[src/rtl/s2_word_accumulator.sv]
// Frame accumulator fed by the registered mux stage: sums COUNT valid words per start.
// Optional macro ACC_SAT_EN clamps acc to all-ones on carry-out instead of wrapping.
module s2_word_accumulator #(
  parameter int unsigned size  = 5,
  parameter int unsigned COUNT = 4,
  parameter int unsigned ACC_W = 7
) (
  input  logic             clk,
  input  logic             CLR,
  input  logic             start,
  input  logic             in_valid,
  input  logic [size-1:0]  din,
  output logic             busy,
  output logic             done,
  output logic [ACC_W-1:0] acc,
  output logic [7:0]       cnt,
  output logic             ovf
);

  // Sum is wide enough that every bit above ACC_W-1 is a carry-out, even when size > ACC_W.
  localparam int unsigned SUM_W = ((ACC_W > size) ? ACC_W : size) + 1;

  typedef enum logic [1:0] {
    S_IDLE  = 2'd0,
    S_ACCUM = 2'd1,
    S_DONE  = 2'd2
  } state_t;

  state_t           state_q, state_d;
  logic [ACC_W-1:0] acc_q, acc_d;
  logic [7:0]       cnt_q, cnt_d;
  logic             ovf_q, ovf_d;
  logic             busy_q, busy_d;
  logic             done_q, done_d;

  logic [SUM_W-1:0] sum;
  logic             carry;
  logic             last_word;

  always_comb begin
    sum       = SUM_W'(acc_q) + SUM_W'(din);
    carry     = |sum[SUM_W-1:ACC_W];
    last_word = (cnt_q == 8'(COUNT - 1));
  end

  always_ff @(posedge clk or posedge CLR) begin
    if (CLR) begin
      state_q <= S_IDLE;
      acc_q   <= '0;
      cnt_q   <= '0;
      ovf_q   <= 1'b0;
      busy_q  <= 1'b0;
      done_q  <= 1'b0;
    end else begin
      state_q <= state_d;
      acc_q   <= acc_d;
      cnt_q   <= cnt_d;
      ovf_q   <= ovf_d;
      busy_q  <= busy_d;
      done_q  <= done_d;
    end
  end

  always_comb begin
    state_d = state_q;
    acc_d   = acc_q;
    cnt_d   = cnt_q;
    ovf_d   = ovf_q;
    case (state_q)
      S_IDLE: begin
        if (start) begin
          acc_d   = '0;
          cnt_d   = '0;
          ovf_d   = 1'b0;
          state_d = S_ACCUM;
        end
      end
      S_ACCUM: begin
        if (in_valid) begin
          cnt_d = cnt_q + 8'd1;
`ifdef ACC_SAT_EN
          // Once clamped, any further nonzero word carries again, so acc stays all-ones.
          acc_d = carry ? '1 : sum[ACC_W-1:0];
`else
          acc_d = sum[ACC_W-1:0];
`endif
          if (carry) begin
            ovf_d = 1'b1;
          end
          if (last_word) begin
            state_d = S_DONE;
          end
        end
      end
      S_DONE: begin
        state_d = S_IDLE;
      end
      default: begin
        state_d = S_IDLE;
      end
    endcase
    // Handshake flags are registered from the next state so they align with it.
    busy_d = (state_d == S_ACCUM);
    done_d = (state_d == S_DONE);
  end

  assign busy = busy_q;
  assign done = done_q;
  assign acc  = acc_q;
  assign cnt  = cnt_q;
  assign ovf  = ovf_q;

endmodule

[config.mk]
export PLATFORM = sky130hd
export DESIGN_NAME = s2_word_accumulator
export DESIGN_NICKNAME = d
export VERILOG_FILES = /design/src/rtl/s2_word_accumulator.sv
export SDC_FILE = /design/constraint.sdc
export NUM_CORES = 1
export LEC_CHECK = 0
export BUFFER_PORTS_ARGS = -buffer_cell sky130_fd_sc_hd__buf_4
export CAP_MARGIN = 20
export CELL_PAD_IN_SITES_DETAIL_PLACEMENT = 0
export CELL_PAD_IN_SITES_GLOBAL_PLACEMENT = 2
export CORE_MARGIN = 4
export CORE_UTILIZATION = 28
export DETAILED_ROUTE_END_ITERATION = 7
export HOLD_SLACK_MARGIN = 0.08
export PLACE_DENSITY_LB_ADDON = 0.25
export REMOVE_ABC_BUFFERS = 1
export SLEW_MARGIN = 20
export SYNTH_ARGS = -nofsm -noshare
export SYNTH_HDL_FRONTEND = slang
export SYNTH_SLANG_ARGS = --single-unit
[constraint.sdc]
create_clock -name clk -period 1.6 [get_ports clk]
set_input_delay 0.32 -clock clk [delete_from_list [all_inputs] [get_ports clk]]
set_output_delay 0.32 -clock clk [all_outputs]
set_load 0.005 [all_outputs]
==> flow_summary_export.csv, run 1 <==
group,metric,value,unit
synthesis,ys_ff_latch,20,
synthesis,seq_area_frac_synth,45.10,%
critical_path,critical_path_required,1780,ps
power,irDropWorstVdd,0.6410,mV
synthesis,synth_edf_count,0,
sta,worst_pin_slew,331.5,ps
global_route,grt_antenna_before_repair,0,
global_route,grt_pass1_vias,1014,
min_path,hold_class,"primary input to async pin",
sta,setup_viol,1,
drt,viasPerCell,4.769,
drt,via_count,992,
place,hpwl,2056,µm
synthesis,netlist.area_leader.share,45.10,%
sta,rsz0062_at_grt,"yes",
global_route,grt-ovfl-total,0,
synthesis,avgSynthCellArea,9.821,µm²
drt,drt_iter0_drc,22,
critical_path,cp.arrival,1860,ps
sta,skew,9.034,ps
critical_path,crit_type,"flip-flop to flip-flop",
power,p_leak,0.7638,nW
sta,fin_crit,1679,ps
critical_path,r2r_start,"acc[0]",
critical_path,endpoint_kind,"flip-flop",
synthesis,synthArstFlopShare,100.0,%
synthesis,synthCells,113,
global_route,grt_max_degree,21,
clocking,clk-insertion-delay-late,260,ps
synthesis,synth_warnings,0,
synthesis,ys_types,31,
status,violations,"setup timing",
sta,slew_violations,0,
power,comb_power_share,52.4,%
drt,drc_errors,0,
sta,hold_slack,84.81,ps
clocking,path_clk_slew,80,ps
power,clockPowerShare,15.5,%
place,placed_cell_area,0.001463,mm²
sta,maxClockFrequency,595.6,MHz
floorplanning,core,0.003744,mm²
sta,hold_viol,0,
power,swShare,36.99,%
run,drv_cap,0,
clocking,numCtsBuffers,3,
drt,first_pass_iters,4,
place,globalplace.congestion,0.7914,
floorplanning,rows,22,
power,intPower,1.600,mW
cells_and_area,drive_gt1_share,39.38,%
sta,fin_tns_setup,-79.07,ps
critical_path,crit_start,"acc[0]",
cells_and_area,area_growth,45.55,%
drt,avgRoutedWirePerCell,13.64,µm
power,p_switching,0.9391,mW
cells_and_area,final_area,0.001615,mm²
status,status,"finished with violations",
floorplanning,fp.dieH,70.96,µm
drt,antenna_left,0,
cells_and_area,final_common_cell,"buf_4",
global_route,grt_use_total,11.64,%
global_route,grt_pass1_wl,4740,µm
cells_and_area,final_nets,177,
floorplanning,io_pins,27,
synthesis,synth_area_leaders,"dfrtp_1, ha_1, nand2_1, o21ai_0, nor2_1",
floorplanning,initial_core_util,29.65,%
cells_and_area,final_cell_mix,"buf_4, nand2_1, dfrtp_1",
cells_and_area,antennaDiodeCount,0,
power,powerDensity,1572,mW/mm²
sta,finalCritPeriodShare,104.9,%
place,port_buffers,26,
drt,drt-total-wl,2838,µm
cells_and_area,final_util,43.15,%
critical_path,critPathMaxFanout,2,
floorplanning,die-area,0.005035,mm²
power,p_seq_share,32.1,%
clocking,cts.sink_count,20,
floorplanning,die-width,70.96,µm
clocking,cts_max_level,1,
power,total_power,2.539,mW
sta,slew_headroom,77.67,%
critical_path,setup.worst_path.start_class,"flip-flop",
clocking,cts_root_buf,"clkbuf_8",
clocking,cts_buffer_depth,2,
clocking,cts_tree,"yes",
clocking,ctsHoldBuffers,0,
sta,fin_ws,-79.07,ps
synthesis,synth_area,0.001110,mm²
synthesis,ys_dominant_reg_cell,"dfrtp_1",
synthesis,synth_area_leader_cell,"dfrtp_1",
==> state kept, by name, indices dropped and copies added, names as in the netlist <==
register  count
cnt           8
acc           7
state_q       2
busy          1
done          1
ovf           1
==> through the flow <==
| step | worst slack (ps) | std cells |
|---|---|---|
| 2_1_floorplan | -27.37 | 111 |
| 3_3_place_gp | -128.2 | 200 |
| 3_5_place_dp | -199.5 | 200 |
| 4_1_cts | -65.74 | 204 |
| 5_1_grt | -129.6 | 208 |
| 6_report | -79.07 | 208 |
==> synth_stat cells (2+ instances only) <==
| library cell | number |
|---|---|
| nand3_1 | 2 |
| or2b_1 | 2 |
| dfrtp_1 | 20 |
| xnor2_1 | 3 |
| a21oi_1 | 3 |
| o21ai_0 | 11 |
| nor2_1 | 10 |
| inv_1 | 5 |
| mux2i_1 | 2 |
| xor2_1 | 3 |
| a211oi_1 | 4 |
| ha_1 | 6 |
| nand2_1 | 20 |
| nor4b_1 | 2 |
| o31ai_1 | 3 |
| nor2b_1 | 2 |
==> final cells by class <==
class | instances | area (µm²)
Fill cell | 402 | 2128
Multi-Input combinational cell | 86 | 639.4
Sequential cell | 20 | 500.5
Timing Repair Buffer | 45 | 341.6
Tap cell | 48 | 60.06
Clock buffer | 4 | 55.05
Inverter | 5 | 18.77
==> logic make-up after synthesis <==
kind of cell	synth area share [%]
adder cells (fa/ha/maj)	8.568
multiplexers	1.804
buffers and inverters	3.044
AND/OR/NAND/NOR	19.62
XOR/XNOR	4.736
flip-flops	45.10
AO/OA/AOI/OAI	17.14
==> layer usage <==
layer	wire length, µm	GRT usage (%)	vias up
li1	-	-	487
met1	1318	16.21	472
met2	1332	17.10	26
met3	134	2.841	7
met4	53	5.010	0
met5	0	0	-
==> power by group through the flow <==
stage               Clock (mW)  Sequential [mW]  Combinational, mW
floorplan                    0            0.819              0.578
global placement             0            0.810               1.17
detailed placement           0            0.817               1.16
CTS                      0.410            0.809               1.18
global route             0.435            0.842               1.49
finish                   0.393            0.816               1.33
==> worst paths after layout <==
check,end,slack [ps],cells after the start
worst max-delay path,acc[6],-80,7
worst min-delay path,acc[5],80,3
worst max register to register,acc[6],-80,7
worst min register to register,ovf,490,2
max in group asynchronous,cnt[1],1290,3
min in group clk,acc[0],470,4
==> timing repair <==
action                     4_1_cts  5_1_grt
gates resized for setup          2       13
pin swaps                        1        6
buffers inserted                 0        4
setup endpoints to repair        2        6
==> critical path: stages, from the launching register on <==
cell     delay [ps]
dfrtp_1         370
ha_2            200
inv_2            40
fa_2            390
nor2b_4         160
o31ai_4          80
a21oi_2         160
mux2i_1         220
Note: power is estimated with default switching activity, not from simulation.
==> run 2, diff against run 1 <==
--- a/config.mk
+++ b/config.mk
@@ -5,11 +5,12 @@
 export SDC_FILE = /design/constraint.sdc
 export NUM_CORES = 1
 export LEC_CHECK = 0
+export ABC_CLOCK_PERIOD_IN_PS = 1400
 export BUFFER_PORTS_ARGS = -buffer_cell sky130_fd_sc_hd__buf_4
 export CAP_MARGIN = 20
 export CELL_PAD_IN_SITES_DETAIL_PLACEMENT = 0
 export CELL_PAD_IN_SITES_GLOBAL_PLACEMENT = 2
-export CORE_MARGIN = 4
+export CORE_MARGIN = 2
 export CORE_UTILIZATION = 28
 export DETAILED_ROUTE_END_ITERATION = 7
 export HOLD_SLACK_MARGIN = 0.08
==> constraint.sdc (replaced) <==
create_clock -name clk -period 1.4 [get_ports clk]
set_input_delay 0.28 -clock clk [delete_from_list [all_inputs] [get_ports clk]]
set_output_delay 0.28 -clock clk [all_outputs]
set_load 0.005 [all_outputs]
==> run 2 against run 1 <==
  * The flow still finishes with violations (setup timing)
  * Critical path depth is the same
  * Sequential power grew 16%
  * Combinational power grew 31%
  * Sequential share of layout area shrank 2.4 points
  * Cell count grew 4.3%
  * First-iteration DRC count grew 95%
  * Sequential cell count is the same
  * Critical endpoint unchanged
  * Largest cell class unchanged
  * Largest power group unchanged
  * Highest routed layer unchanged
==> flow_summary_export.csv, run 2 (same netlist as run 1, synthesis figures left out) <==
group,metric,value,unit
sta,fin_tns_setup,-722.1,ps
drt,viasPerCell,4.668,
sta,skew,6.105,ps
floorplanning,die-area,0.004483,mm²
drt,avgRoutedWirePerCell,14.13,µm
drt,drt_iter0_drc,43,
cells_and_area,final_common_cell,"buf_4",
cells_and_area,largest_reg_flops,8,
sta,setup_viol,9,
sta,fin_ws,-201.6,ps
drt,via_count,1013,
drt,first_pass_iters,4,
cells_and_area,drive_gt1_share,45.56,%
sta,slew_violations,0,
critical_path,critPathBufInv,1,
sta,fin_crit,1602,ps
status,violations,"setup timing",
critical_path,critPathMaxStageDelay,390,ps
global_route,grt_max_degree,21,
floorplanning,die-width,66.96,µm
place,port_buffers,26,
critical_path,cp.arrival,1790,ps
power,p_leak,0.8219,nW
floorplanning,core,0.003744,mm²
cells_and_area,final_nets,186,
global_route,grt_pass1_vias,1009,
sta,hold_slack,425.0,ps
cells_and_area,area_growth,58.40,%
critical_path,critPathMaxFanout,2,
cells_and_area,register_area,501.7,µm²
place,globalplace.congestion,0.7790,
sta,slew_headroom,80.48,%
place,hpwl,2057,µm
floorplanning,io_pins,27,
critical_path,endpoint_kind,"flip-flop",
global_route,grt_use_total,14.48,%
run,drv_cap,0,
power,powerDensity,1863,mW/mm²
global_route,grt_pass1_wl,4788,µm
clocking,clk-insertion-delay-late,260,ps
critical_path,critical_path_required,1590,ps
place,placed_cell_area,0.001500,mm²
sta,rsz0062_at_grt,"yes",
min_path,hold_class,"primary input to flip-flop",
floorplanning,rows,22,
clocking,cts_root_buf,"clkbuf_8",
cells_and_area,final_area,0.001758,mm²
critical_path,crit_type,"flip-flop to flip-flop",
clocking,path_clk_slew,80,ps
cells_and_area,final_cell_mix,"buf_4, nand2_1, dfrtp_1",
drt,antenna_left,0,
sta,finalCritPeriodShare,114.4,%
floorplanning,initial_core_util,29.65,%
sta,worst_pin_slew,292.8,ps
cells_and_area,antennaDiodeCount,0,
critical_path,worst-r2r-setup-slack,-200,ps
clocking,cts_tree,"yes",
power,irDropWorstVdd,0.7875,mV
global_route,grt_antenna_before_repair,0,
status,status,"finished with violations",
drt,drt-total-wl,3066,µm
sta,maxClockFrequency,624.4,MHz
critical_path,cpLargestDelayFamily,"adder cells",
critical_path,cp_cell_sequence,"ha_4 > inv_2 > fa_2 > nor2b_4 > o31ai_2 > a21oi_1 > mux2i_1",
clocking,numCtsBuffers,3,
sta,hold_viol,0,
clocking,cts.sink_count,20,
critical_path,setup.worst_path.start_class,"flip-flop",
global_route,grt-ovfl-total,0,
place,place_ws,-300.8,ps
critical_path,cp_slowest_cell,"dfrtp_1",
cells_and_area,fillCellCount,376,
floorplanning,fp.dieH,66.96,µm
drt,drc_errors,0,
cells_and_area,final_util,46.96,%
clocking,cts_max_level,1,
cells_and_area,multiInputGateArea,679.4,µm²
clocking,cts_buffer_depth,2,
[run 2: cell count changes in the layout (fill, tap and decap cells not counted), sizes merged]
cell,delta
clkbuf,-1
bufinv,+1
dlygate4sd3,+1
buf,+8
[run 2: final timing paths]
kind,startpoint,endpoint,cells after the start
min reg2reg,ovf,ovf,2
min in group asynchronous,CLR,acc[5],4
max in group asynchronous,CLR,cnt[0],4
max reg2reg,acc[0],acc[6],7
max,acc[0],acc[6],7
min,din[0],acc[0],4
[run 2: repair_timing]
item | in CTS | in global routing
resized for setup | 18 | 18
endpoints found under the hold margin | 20 | 0
cloned | 0 | 1
setup endpoints to repair | 12 | 16
buffers inserted | 3 | 4
pin swaps | 14 | 8
hold buffers | 1 | 0
[run 2: routing by layer]
metal / up-vias / track usage, % / share of wire, %
met5: - / 0 / 0
met4: 0 / 5.867 / 0.75
met3: 2 / 2.872 / 3.9
met2: 19 / 22.88 / 48
met1: 488 / 19.25 / 47
li1: 504 / - / -
[run 2: per-stage QoR]
stage	instances	total power [mW]
after floorplan	111	1.597
after CTS	213	3.100
after detailed placement	205	2.344
after global placement	205	2.339
final	217	3.275
after global routing	217	3.555
[run 2: layout make-up]
class	count	share of cell area [%]
Clock inverter	1	1.708
Clock buffer	3	2.349
Multi-Input combinational cell	86	38.65
Timing Repair Buffer	54	24.27
Inverter	5	1.068
Tap cell	48	3.416
Sequential cell	20	28.54
[run 2: power breakdown]
group | switching [mW] | total [mW] | internal (mW)
Clock | 0.208 | 0.590 | 0.382
Combinational | 0.772 | 1.74 | 0.970
Sequential | 0.178 | 0.943 | 0.765
[run 2: worst reg2reg max path, cell delays in order, from the launching register on]
cell and delay (ps):
dfrtp_1 390, ha_4 160, inv_2 40, fa_2 370, nor2b_4 140, o31ai_2 80, a21oi_1 170, mux2i_1 190
